--- src/rtl/lift_scan_ctrl.sv ---
// lift_scan_ctrl: single-car elevator controller using a scan (elevator) policy.
// The car keeps its travel direction while requests remain ahead of it, then reverses.
//
// Ports:
//   clk        single clock; all state changes on its rising edge
//   rst_n      asynchronous active-low reset; abandons any trip and drops all requests
//   req_valid  request strobe, one request per high cycle
//   req_floor  target floor of the request
//   req_kind   00 car call, 01 hall up, 10 hall down, 11 reserved (ignored)
//   floor      current floor of the car
//   out        motion: 00 up, 01 down, 10 stay
//   door_open  high for every cycle the doors are open
//   done       one-cycle pulse on the first door cycle of each stop
//   pending    bit f set while any request is latched for floor f
module lift_scan_ctrl #(
    parameter int FLOORS     = 8,
    parameter int TRAVEL_CYC = 4,
    parameter int DOOR_CYC   = 6,
    localparam int FW        = (FLOORS > 1) ? $clog2(FLOORS) : 1
) (
    input  logic              clk,
    input  logic              rst_n,
    input  logic              req_valid,
    input  logic [FW-1:0]     req_floor,
    input  logic [1:0]        req_kind,
    output logic [FW-1:0]     floor,
    output logic [1:0]        out,
    output logic              door_open,
    output logic              done,
    output logic [FLOORS-1:0] pending
);

    localparam int TW = (TRAVEL_CYC > 1) ? $clog2(TRAVEL_CYC) : 1;
    localparam int DW = (DOOR_CYC > 1) ? $clog2(DOOR_CYC) : 1;

    localparam logic [TW-1:0] TRAV_LAST = TW'(TRAVEL_CYC - 1);
    localparam logic [DW-1:0] DOOR_LAST = DW'(DOOR_CYC - 1);
    localparam logic [FW-1:0] ONE_F     = FW'(1);
    localparam logic [FW-1:0] BOT_F     = FW'(0);
    localparam logic [FW-1:0] TOP_F     = FW'(FLOORS - 1);
    localparam logic [FW:0]   FLOORS_X  = (FW + 1)'(FLOORS);

    localparam logic [1:0] KIND_CAR = 2'b00;
    localparam logic [1:0] KIND_UP  = 2'b01;
    localparam logic [1:0] KIND_DN  = 2'b10;
    localparam logic [1:0] KIND_RSV = 2'b11;

    localparam logic [1:0] OUT_UP   = 2'b00;
    localparam logic [1:0] OUT_DOWN = 2'b01;
    localparam logic [1:0] OUT_STAY = 2'b10;

    typedef enum logic [1:0] {
        ST_IDLE = 2'b00,
        ST_MOVE = 2'b01,
        ST_DOOR = 2'b10
    } state_t;

    // One-hot decode of a floor number; out-of-range floors decode to zero.
    function automatic logic [FLOORS-1:0] onehot(input logic [FW-1:0] f);
        logic [FLOORS-1:0] v;
        v = '0;
        for (int i = 0; i < FLOORS; i++) begin
            v[i] = (FW'(i) == f);
        end
        return v;
    endfunction

    function automatic logic bit_at(input logic [FLOORS-1:0] vec, input logic [FW-1:0] f);
        return |(vec & onehot(f));
    endfunction

    function automatic logic any_above(input logic [FLOORS-1:0] vec, input logic [FW-1:0] f);
        logic hit;
        hit = 1'b0;
        for (int i = 0; i < FLOORS; i++) begin
            hit = hit | (vec[i] & (FW'(i) > f));
        end
        return hit;
    endfunction

    function automatic logic any_below(input logic [FLOORS-1:0] vec, input logic [FW-1:0] f);
        logic hit;
        hit = 1'b0;
        for (int i = 0; i < FLOORS; i++) begin
            hit = hit | (vec[i] & (FW'(i) < f));
        end
        return hit;
    endfunction

    state_t            state_r, state_nx;
    logic              dir_up_r, dir_nx;
    logic              served_up_r, served_nx;
    logic [FW-1:0]     floor_r, floor_nx;
    logic [TW-1:0]     trav_cnt_r, trav_nx;
    logic [DW-1:0]     door_cnt_r, door_nx;
    logic [FLOORS-1:0] car_req_r, up_req_r, dn_req_r;
    logic [1:0]        out_r, out_nx;
    logic              door_open_r, done_r;
    logic              stop_s;

    logic [FLOORS-1:0] pend_s, req_vec_s;
    logic [FLOORS-1:0] car_set_s, up_set_s, dn_set_s;
    logic [FLOORS-1:0] car_clr_s, up_clr_s, dn_clr_s;
    logic              req_ok_s, absorb_s;
    logic [FW-1:0]     step_floor_s;
    logic              at_end_s, cur_above_s, cur_below_s, cur_match_s, cur_opp_s;
    logic              fn_car_s, fn_match_s, fn_opp_s, fn_ahead_s;

    assign pend_s = car_req_r | up_req_r | dn_req_r;

    // A request is dropped if reserved, off the shaft, or a hall call pointing out of the shaft.
    assign req_ok_s = req_valid && (req_kind != KIND_RSV) && ({1'b0, req_floor} < FLOORS_X)
                      && !((req_kind == KIND_UP) && (req_floor == TOP_F))
                      && !((req_kind == KIND_DN) && (req_floor == BOT_F));

    // While the doors are open, a same-floor call the current stop already serves only
    // extends the door time instead of being latched.
    assign absorb_s = (state_r == ST_DOOR) && req_ok_s && (req_floor == floor_r)
                      && ((req_kind == KIND_CAR)
                          || ((req_kind == KIND_UP) && served_up_r)
                          || ((req_kind == KIND_DN) && !served_up_r));

    assign req_vec_s = (req_ok_s && !absorb_s) ? onehot(req_floor) : '0;
    assign car_set_s = (req_kind == KIND_CAR) ? req_vec_s : '0;
    assign up_set_s  = (req_kind == KIND_UP)  ? req_vec_s : '0;
    assign dn_set_s  = (req_kind == KIND_DN)  ? req_vec_s : '0;

    assign car_clr_s = stop_s ? onehot(floor_nx) : '0;
    assign up_clr_s  = (stop_s && served_nx)  ? onehot(floor_nx) : '0;
    assign dn_clr_s  = (stop_s && !served_nx) ? onehot(floor_nx) : '0;

    assign cur_above_s = any_above(pend_s, floor_r);
    assign cur_below_s = any_below(pend_s, floor_r);
    assign cur_match_s = bit_at(dir_up_r ? up_req_r : dn_req_r, floor_r);
    assign cur_opp_s   = bit_at(dir_up_r ? dn_req_r : up_req_r, floor_r);

    // Look-ahead at the floor the car is about to reach.
    assign at_end_s     = dir_up_r ? (floor_r == TOP_F) : (floor_r == BOT_F);
    assign step_floor_s = dir_up_r ? (floor_r + ONE_F) : (floor_r - ONE_F);
    assign fn_car_s     = bit_at(car_req_r, step_floor_s);
    assign fn_match_s   = bit_at(dir_up_r ? up_req_r : dn_req_r, step_floor_s);
    assign fn_opp_s     = bit_at(dir_up_r ? dn_req_r : up_req_r, step_floor_s);
    assign fn_ahead_s   = dir_up_r ? any_above(pend_s, step_floor_s)
                                   : any_below(pend_s, step_floor_s);

    // Next-state, counters, stop decision and motion output.
    always_comb begin
        state_nx  = state_r;
        dir_nx    = dir_up_r;
        served_nx = served_up_r;
        floor_nx  = floor_r;
        trav_nx   = trav_cnt_r;
        door_nx   = door_cnt_r;
        stop_s    = 1'b0;
        out_nx    = OUT_STAY;
        case (state_r)
            ST_IDLE: begin
                trav_nx = '0;
                door_nx = '0;
                if (bit_at(pend_s, floor_r)) begin
                    state_nx  = ST_DOOR;
                    stop_s    = 1'b1;
                    served_nx = dir_up_r ^ (!cur_match_s && cur_opp_s);
                end else if (cur_above_s && (dir_up_r || !cur_below_s)) begin
                    state_nx = ST_MOVE;
                    dir_nx   = 1'b1;
                end else if (cur_below_s) begin
                    state_nx = ST_MOVE;
                    dir_nx   = 1'b0;
                end else begin
                    state_nx = ST_IDLE;
                end
            end
            ST_MOVE: begin
                door_nx = '0;
                if (trav_cnt_r != TRAV_LAST) begin
                    trav_nx = trav_cnt_r + TW'(1);
                end else if (at_end_s) begin
                    // Cannot step past the shaft end; park instead.
                    trav_nx  = '0;
                    state_nx = ST_IDLE;
                end else begin
                    trav_nx  = '0;
                    floor_nx = step_floor_s;
                    if (fn_car_s || fn_match_s || (!fn_ahead_s && fn_opp_s)) begin
                        state_nx = ST_DOOR;
                        stop_s   = 1'b1;
                        // Reversal stop: the car will leave the other way, so serve the opposite hall call.
                        served_nx = dir_up_r ^ (!fn_match_s && !fn_ahead_s && fn_opp_s);
                    end else if (fn_ahead_s) begin
                        state_nx = ST_MOVE;
                    end else begin
                        state_nx = ST_IDLE;
                    end
                end
            end
            ST_DOOR: begin
                trav_nx = '0;
                if (absorb_s) begin
                    door_nx = '0;
                end else if (door_cnt_r != DOOR_LAST) begin
                    door_nx = door_cnt_r + DW'(1);
                end else begin
                    door_nx = '0;
                    if (dir_up_r ? cur_above_s : cur_below_s) begin
                        state_nx = ST_MOVE;
                    end else if (dir_up_r ? cur_below_s : cur_above_s) begin
                        state_nx = ST_MOVE;
                        dir_nx   = !dir_up_r;
                    end else begin
                        state_nx = ST_IDLE;
                    end
                end
            end
            default: begin
                state_nx = ST_IDLE;
                trav_nx  = '0;
                door_nx  = '0;
            end
        endcase
        if (state_nx == ST_MOVE) begin
            out_nx = dir_nx ? OUT_UP : OUT_DOWN;
        end else begin
            out_nx = OUT_STAY;
        end
    end

    // FSM state, position, direction and timers.
    always_ff @(posedge clk or negedge rst_n) begin
        if (!rst_n) begin
            state_r     <= ST_IDLE;
            dir_up_r    <= 1'b1;
            served_up_r <= 1'b1;
            floor_r     <= '0;
            trav_cnt_r  <= '0;
            door_cnt_r  <= '0;
        end else begin
            state_r     <= state_nx;
            dir_up_r    <= dir_nx;
            served_up_r <= served_nx;
            floor_r     <= floor_nx;
            trav_cnt_r  <= trav_nx;
            door_cnt_r  <= door_nx;
        end
    end

    // Request vectors: a new request beats a clear of the same bit on the same edge.
    always_ff @(posedge clk or negedge rst_n) begin
        if (!rst_n) begin
            car_req_r <= '0;
            up_req_r  <= '0;
            dn_req_r  <= '0;
        end else begin
            car_req_r <= (car_req_r & ~car_clr_s) | car_set_s;
            up_req_r  <= (up_req_r & ~up_clr_s) | up_set_s;
            dn_req_r  <= (dn_req_r & ~dn_clr_s) | dn_set_s;
        end
    end

    // Output registers, loaded from the next state so they line up with it.
    always_ff @(posedge clk or negedge rst_n) begin
        if (!rst_n) begin
            out_r       <= OUT_STAY;
            door_open_r <= 1'b0;
            done_r      <= 1'b0;
        end else begin
            out_r       <= out_nx;
            door_open_r <= (state_nx == ST_DOOR);
            done_r      <= (state_nx == ST_DOOR) && (state_r != ST_DOOR);
        end
    end

    assign floor     = floor_r;
    assign out       = out_r;
    assign door_open = door_open_r;
    assign done      = done_r;
    assign pending   = pend_s;

endmodule

--- config.mk ---
export PLATFORM = sky130hd
export DESIGN_NAME = lift_scan_ctrl
export DESIGN_NICKNAME = d
export VERILOG_FILES = /design/src/rtl/lift_scan_ctrl.sv
export SDC_FILE = /design/constraint.sdc
export NUM_CORES = 1
export LEC_CHECK = 0
export ABC_AREA = 1
export BUFFER_PORTS_ARGS = -buffer_cell sky130_fd_sc_hd__buf_2
export CAP_MARGIN = 30
export CORE_UTILIZATION = 63
export CTS_BUF_LIST = sky130_fd_sc_hd__clkbuf_4 sky130_fd_sc_hd__clkbuf_8
export DETAILED_ROUTE_END_ITERATION = 8
export GPL_ROUTABILITY_DRIVEN = 0
export PLACE_DENSITY = 0.92
export SLEW_MARGIN = 15
export SYNTH_ARGS = -nofsm -noshare
export SYNTH_HDL_FRONTEND = slang
export SYNTH_SLANG_ARGS = --single-unit
--- constraint.sdc ---
create_clock -name clk -period 2.94 [get_ports clk]
set_clock_uncertainty 0.15 [all_clocks]
set_input_delay 0.294 -clock clk [delete_from_list [all_inputs] [get_ports clk]]
set_output_delay 0.294 -clock clk [all_outputs]
set_load 0.1 [all_outputs]
-- Yosys cells after proc, flatten, opt, wreduce, memory -nomap -nowiden
Cells that the tools add are included.
- bits in registers: 40
- bits of input ports: 8
- output and inout bits: 15
- logic and storage cells: 268
- add/sub/neg operators: 4
- order comparisons: 32
- equality and inequality tests: 41
- multiplexer cells: 54
- bitwise logic cells: 79
- reductions and logical operators: 46
- operator list (cell ; number):
    8-bit AND ; 9
    8-bit two-way mux ; 9
    3-bit == test, first input constant ; 16
    8-bit OR reduction ; 6
    8-bit bitwise OR ; 5
    1-bit AND ; 32
    1-bit bitwise OR ; 28
    1-bit two-way mux ; 25
    2-bit by 3-bit == test with 1-bit output, first input constant ; 8
    3-bit greater-than comparator, first input constant ; 8
    3-bit less-than comparator, first input constant ; 8
    8-bit NOT ; 3
    3-bit two-way mux ; 7
    1-bit logical AND ; 19
    2-bit two-way mux ; 9
    1-bit by 3-bit == test with 1-bit output, first input constant ; 4
    1-bit by 3-bit greater-than comparator with 1-bit output, first input constant ; 4
    2-bit by 3-bit greater-than comparator with 1-bit output, first input constant ; 4
    3-bit zero test ; 4
    1-bit by 3-bit less-than comparator with 1-bit output, first input constant ; 4
    2-bit by 3-bit less-than comparator with 1-bit output, first input constant ; 4
    1-bit zero test ; 10
    3-bit by 1-bit adder with 3-bit output, second input constant ; 2
    2-bit by 1-bit == test with 1-bit output, second input constant ; 3
    other kinds (12) ; 25

-- Depth between registers and ports, before layout
- depth after elaboration: 26
- mapped depth: 23

-- Worst setup path after synthesis
No wires, ideal clock.
- path type: reg-to-reg
- start: register floor_r[0] (netlist: floor[0])
- end: register dn_req_r[0]
- arrival time: 3.138 ns
- slack: -0.461 ns
- stages on the path, launching flop included: 21
- clock period less this slack: 3.401 ns
- cells stage by stage: dfrtp_1 buf_4 inv_2 ha_1 inv_1 nand2_1 nand2_2 nand2_1 nor2_1 nor2_1 nor2_1 nand3_1 nand2_2 nand2_2 nand2_2 nand2_4 o21ai_4 buf_6 nand4_1 nand2_1 inv_1
- longest elaborated chain between the ends: 26
- elaborated cells between the ends (all ways): 118
- those cells by class: 2 x add/sub; 16 x order compare; 16 x eq/ne; 19 x mux; 41 x bitwise; 24 x reduce/logical
- RTL lines (item ; RTL line ; RTL):
    start: declaration ; 93 ; logic [FW-1:0] floor_r, floor_nx;
    start signal: assignment ; 241 ; floor_r <= floor_nx;
    3-bit by 1-bit subtractor with 3-bit output or 3-bit by 1-bit adder with 3-bit output (tied branches) ; 139 ; assign step_floor_s = dir_up_r ? (floor_r + ONE_F) : (floor_r - ONE_F);
    3-bit two-way mux ; 139 ;
    1-bit by 3-bit less-than comparator with 1-bit output or 1-bit by 3-bit greater-than comparator with 1-bit output (tied branches) ; 85, 76 ;
    1-bit AND, on equally long branches ; 85, 76 ;
    1-bit bitwise OR, on equally long branches (7 in a row) ; 85, 76 ;
    1-bit two-way mux ; 143 ; assign fn_ahead_s = dir_up_r ? any_above(pend_s, step_floor_s)
    1-bit zero test ; 185, 189 ;
    1-bit logical AND (2 in a row) ; 189 ; served_nx = dir_up_r ^ (!fn_match_s && !fn_ahead_s && fn_opp_s);
    (+3 left out) ; - ;
    1-bit two-way mux ; 176 ; if (trav_cnt_r != TRAV_LAST) begin
    1-bit one-hot mux with 2 select lines ; 156 ; case (state_r)
    1-bit zero test ; 130 ; assign dn_clr_s = (stop_s && !served_nx) ? onehot(floor_nx) : '0;
    1-bit logical AND ; 130 ;
    8-bit two-way mux ; 130 ;
    8-bit NOT ; 256 ; dn_req_r <= (dn_req_r & ~dn_clr_s) | dn_set_s;
    8-bit AND ; 256 ;
    8-bit bitwise OR (*) ; 256 ;
    end signal: assignment ; 256 ;
    end: declaration ; 96 ; logic [FLOORS-1:0] car_req_r, up_req_r, dn_req_r;
Every way passes the cells marked *; elsewhere a longest branch is shown, timed or not.

-- Final worst setup path
- start: register floor_r[0] (netlist: floor[0])
- end: register up_req_r[3]
- longest elaborated chain between the ends: 25
- elaborated cells between the ends (all ways): 117
- those cells by class: 2 x add/sub; 16 x order compare; 17 x eq/ne; 19 x mux; 41 x bitwise; 22 x reduce/logical
- RTL lines (item ; RTL line ; RTL):
    3-bit by 1-bit subtractor with 3-bit output or 3-bit by 1-bit adder with 3-bit output (tied branches) ; 139 ;
    3-bit two-way mux ; 139 ;
    1-bit by 3-bit less-than comparator with 1-bit output or 1-bit by 3-bit greater-than comparator with 1-bit output (tied branches) ; 85, 76 ;
    1-bit AND, on equally long branches ; 85, 76 ;
    1-bit bitwise OR, on equally long branches (7 in a row) ; 85, 76 ;
    1-bit two-way mux ; 143 ;
    1-bit zero test ; 185, 189 ;
    1-bit logical AND (2 in a row) ; 189 ;
    (+3 left out) ; - ;
    1-bit two-way mux ; 176 ;
    1-bit one-hot mux with 2 select lines (*) ; 156 ;
    named net served_nx ; 92 ; logic served_up_r, served_nx;
    1-bit logical AND (*) ; 129 ; assign up_clr_s = (stop_s && served_nx) ? onehot(floor_nx) : '0;
    8-bit two-way mux (*) ; 129 ;
    8-bit NOT (*) ; 255 ; up_req_r <= (up_req_r & ~up_clr_s) | up_set_s;
    8-bit AND (*) ; 255 ;
    8-bit bitwise OR (*) ; 255 ;
    end signal: assignment ; 255 ;
    end: declaration ; 96 ;
Mark *: on every way through the listed nets, which the timed path passes. The rest lies on a longest branch.

==> flow_metrics.env <==
export IMPL_status="finished clean"
export IMPL_die_h_um=75.5
export IMPL_synth_xor_area_share=0.0125
export IMPL_reg2reg_slack_ns=0.11
export IMPL_routedWlPerCell_um=16.6
export IMPL_fin_cells=622
export IMPL_crit_path_start_kind="flip-flop"
export IMPL_finalWorstSetupSlack_ns=0.111
export IMPL_yosys_register_bits=40
export IMPL_grt_antenna_before_repair=0
export IMPL_fin_crit_ns=2.83
export IMPL_ant_nets=0
export IMPL_slew_headroom=0.648
export IMPL_max_cap_violations=0
export IMPL_cp_num_buf_inv=3
export IMPL_r2r_start="floor[0]"
export IMPL_synth_largest_area_cell="dfrtp_1"
export IMPL_cp_common_cell="nand2_1"
export IMPL_via_count=3751
export IMPL_route_detailed_drc=0
export IMPL_cp_cell_sequence="inv_4 -> buf_4 -> ha_1 -> nand2_1 -> o21ai_1 -> nor4_4 -> nand2_1 -> a21boi_2 -> nor2_4 -> buf_4 -> nand2_8 -> nand3_2 -> nand2_1 -> nand2_1"
export IMPL_max_stage_delay_ns=0.52
export IMPL_grt_total_usage=0.351
export IMPL_clk_latency_ns=0.29
export IMPL_hpwl_um=7050
export IMPL_io_pins=23
export IMPL_initial_core_util=0.658
export IMPL_synth_top_family_by_area="simple AND/OR/NAND/NOR gates"
export IMPL_place_worst_setup_slack_ns=-0.0546
export IMPL_synth_simple_area_share=0.448
export IMPL_required_ns=2.98
export IMPL_ys_warn_count=0
export IMPL_p_leak_uw=0.00196
export IMPL_cts_buffer_depth=2
export IMPL_synthesis_nets=525
export IMPL_clock_sink_count=40
export IMPL_numPortBuffers=22
export IMPL_hold_path_class="in -> async"
export IMPL_rows=26
export IMPL_rr_worst_depth=14
export IMPL_wl_um=10300
export IMPL_r2r_end="up_req_r[3]"
export IMPL_finalCritPeriodShare=0.962
export IMPL_die_area_um2=5700
export IMPL_seq_area_um2=1010
export IMPL_num_fill_cells=370
export IMPL_async_flop_share=1.00
export IMPL_syn_avg_cell_area_um2=6.68
export IMPL_cp_slowest_cell="nor4_4"
export IMPL_critical_path_class="reg -> reg"
export IMPL_die_w_um=75.5
export IMPL_grt_overflow_total=0
export IMPL_synthesis_area_um2=3410
export IMPL_multiInputGateArea_um2=2220
export IMPL_tightest_slew_ns=0.525
export IMPL_syn_to_final_growth_pct=16.0
export IMPL_cts_tree="done"
export IMPL_fmax_mhz=353
export IMPL_critPathArrivalTime_ns=2.87
export IMPL_synthTopCellsByArea="dfrtp_1 27%, nand2_1 19%, nor2_1 6.7%"
export IMPL_synth_adder_area_share=0.0257
export IMPL_irDropWorstVdd_v=0.000710
export IMPL_grt_max_degree=41
export IMPL_htree_num_levels=2
export IMPL_yosysTopAreaCellShare=0.272
export IMPL_ys_seq_area_frac=0.295
export IMPL_grt_pass1_vias=3214
export IMPL_viasPerCell=6.03
export IMPL_cp_end_kind="flip-flop"
export IMPL_synth_edf_count=0
export IMPL_dp_cells=599
export IMPL_p_total_uw=4620
export IMPL_grt_pass1_wl_um=14800
export IMPL_muxShareOfSynthArea=0
export IMPL_syn_inst=510
export IMPL_path_delay_family="simple AND/OR/NAND/NOR gates"
export IMPL_layout_drive_gt1_share=0.228
export IMPL_slew_violations=0
export IMPL_power_density_nw_per_um2=1170
export IMPL_dr_pass1_iters=6
export IMPL_synth_cell_types=42
export IMPL_clk_pin_slew_worst_paths_ns=0.08
export IMPL_antenna_cells=0
export IMPL_synth_ff_type="dfrtp_1"
export IMPL_hold_viol=0
export IMPL_synth_compound_area_frac=0.116
export IMPL_nets=566
export IMPL_drt_iter0_markers=657
export IMPL_core_um2=5170
export IMPL_cts_root_buffer="clkbuf_8"
export IMPL_setup_violations=0
export IMPL_cp_max_fo=9
export IMPL_cts_made_buffers=5
-- through the flow --
step,area [µm²],hold WS [ns],util,setup TNS (ns)
6_report,3950,0.182,0.764,0
4_1_cts,3670,0.185,0.710,0
2_1_floorplan,3420,-0.152,-,0
3_3_place_gp,3560,0.277,0.688,0
3_5_place_dp,3560,0.296,0.688,-0.290
5_1_grt,3950,0.188,0.764,-1.89
-- how the worst max path moves through the flow --
stage | endpoint | startpoint | slack (ns) | depth (start not counted)
finish | up_req_r[3] | floor[0] | 0.11 | 14
CTS | up_req_r[0] | floor[1] | 0.06 | 20
floorplan | dn_req_r[0] | floor[0] | 0.03 | 20
global route | up_req_r[4] | floor[1] | -0.14 | 21
global placement | dn_req_r[7] | floor[1] | 0.08 | 18
detailed placement | dn_req_r[2] | floor[1] | -0.05 | 18
-- registers in the layout, summed over array words and instances (netlist names) --
register and flops:
car_req_r 8, dn_req_r 8, up_req_r 8, door_cnt_r 3
floor 3, out 2, state_r 2, trav_cnt_r 2
dir_up_r 1, done 1, door_open 1, served_up_r 1
-- cell usage in the layout, fill, tap and decap left out, types with 4 or more instances in the layout --
master / netlist / final
nand2_2: 9 / 9
nor2_4: 3 / 6
nor2_1: 61 / 55
nand2_4: 6 / 10
nand3_2: 13 / 12
nand2_1: 176 / 173
clkbuf_8: 0 / 5
nor3_1: 7 / 7
o21ai_0: 16 / 16
nand4_1: 13 / 13
buf_4: 3 / 15
o21ai_1: 15 / 15
buf_2: 0 / 22
dfrtp_1: 37 / 34
inv_1: 59 / 57
a21oi_1: 11 / 10
nor2_2: 6 / 9
inv_2: 4 / 4
nand3_1: 19 / 19
o31ai_1: 7 / 7
-- worst reg2reg max path, cell delays in order, from the launching register on --
cell	delay (ns)
dfrtp_4	0.48
inv_4	0.07
buf_4	0.19
ha_1	0.22
nand2_1	0.09
o21ai_1	0.11
nor4_4	0.52
nand2_1	0.17
a21boi_2	0.22
nor2_4	0.06
buf_4	0.16
nand2_8	0.09
nand3_2	0.06
nand2_1	0.08
nand2_1	0.05
-- cells in the mapped netlist, types with 2 or more instances --
cell and count:
nor3_2 3, a221oi_1 2, nand2_1 176, nand3_2 13, o21ai_1 15, o21ai_0 16
xnor2_1 3, ha_1 7, nand2_4 6, nand3_1 19, a21oi_1 11, inv_2 4
nand2_2 9, dfrtp_1 37, nor3_1 7, nor2_2 6, nor2_4 3, o31ai_1 7
buf_6 8, inv_1 59, buf_4 3, dfstp_2 3, nand4_1 13, o21bai_1 2
nor2_1 61
-- what timing repair did --
item	CTS	global route
hold buffers	1	0
pin swaps	0	11
setup endpoints to repair	24	26
buffers inserted	0	9
cloned	1	3
resized for setup	2	27
endpoints found under the hold margin	20	0
-- metal layers --
layer  share of wire  global-route usage  vias up
met5               0                   0        -
met1            0.39               0.420     1711
met2            0.48               0.599      270
li1                -                   -     1714
met4           0.039               0.160        0
met3           0.095              0.0820       56
-- cell families after synthesis --
kind of cell,after synthesis
AO/OA/AOI/OAI,63
AND/OR/NAND/NOR,322
buffers and inverters,74
flip-flops,40
adder cells (fa/ha/maj),7
XOR/XNOR,4
-- area by class of cell --
cell class,instances,area share
multi-input cells,400,0.563
flip-flops and latches,40,0.256
repair buffers,41,0.0741
inverters,63,0.0611
well taps,70,0.0222
clock buffers,6,0.0193
clock inverters,2,0.00412
-- report_power, final --
part	total (µW)	leakage (µW)	internal (µW)	switching [µW]
Combinational	3210	0.00145	962	2250
Sequential	1030	0.000465	789	237
Clock	385	0.0000448	178	207
Total	4620	0.00196	1930	2690
(Power assumes the default switching activity.)
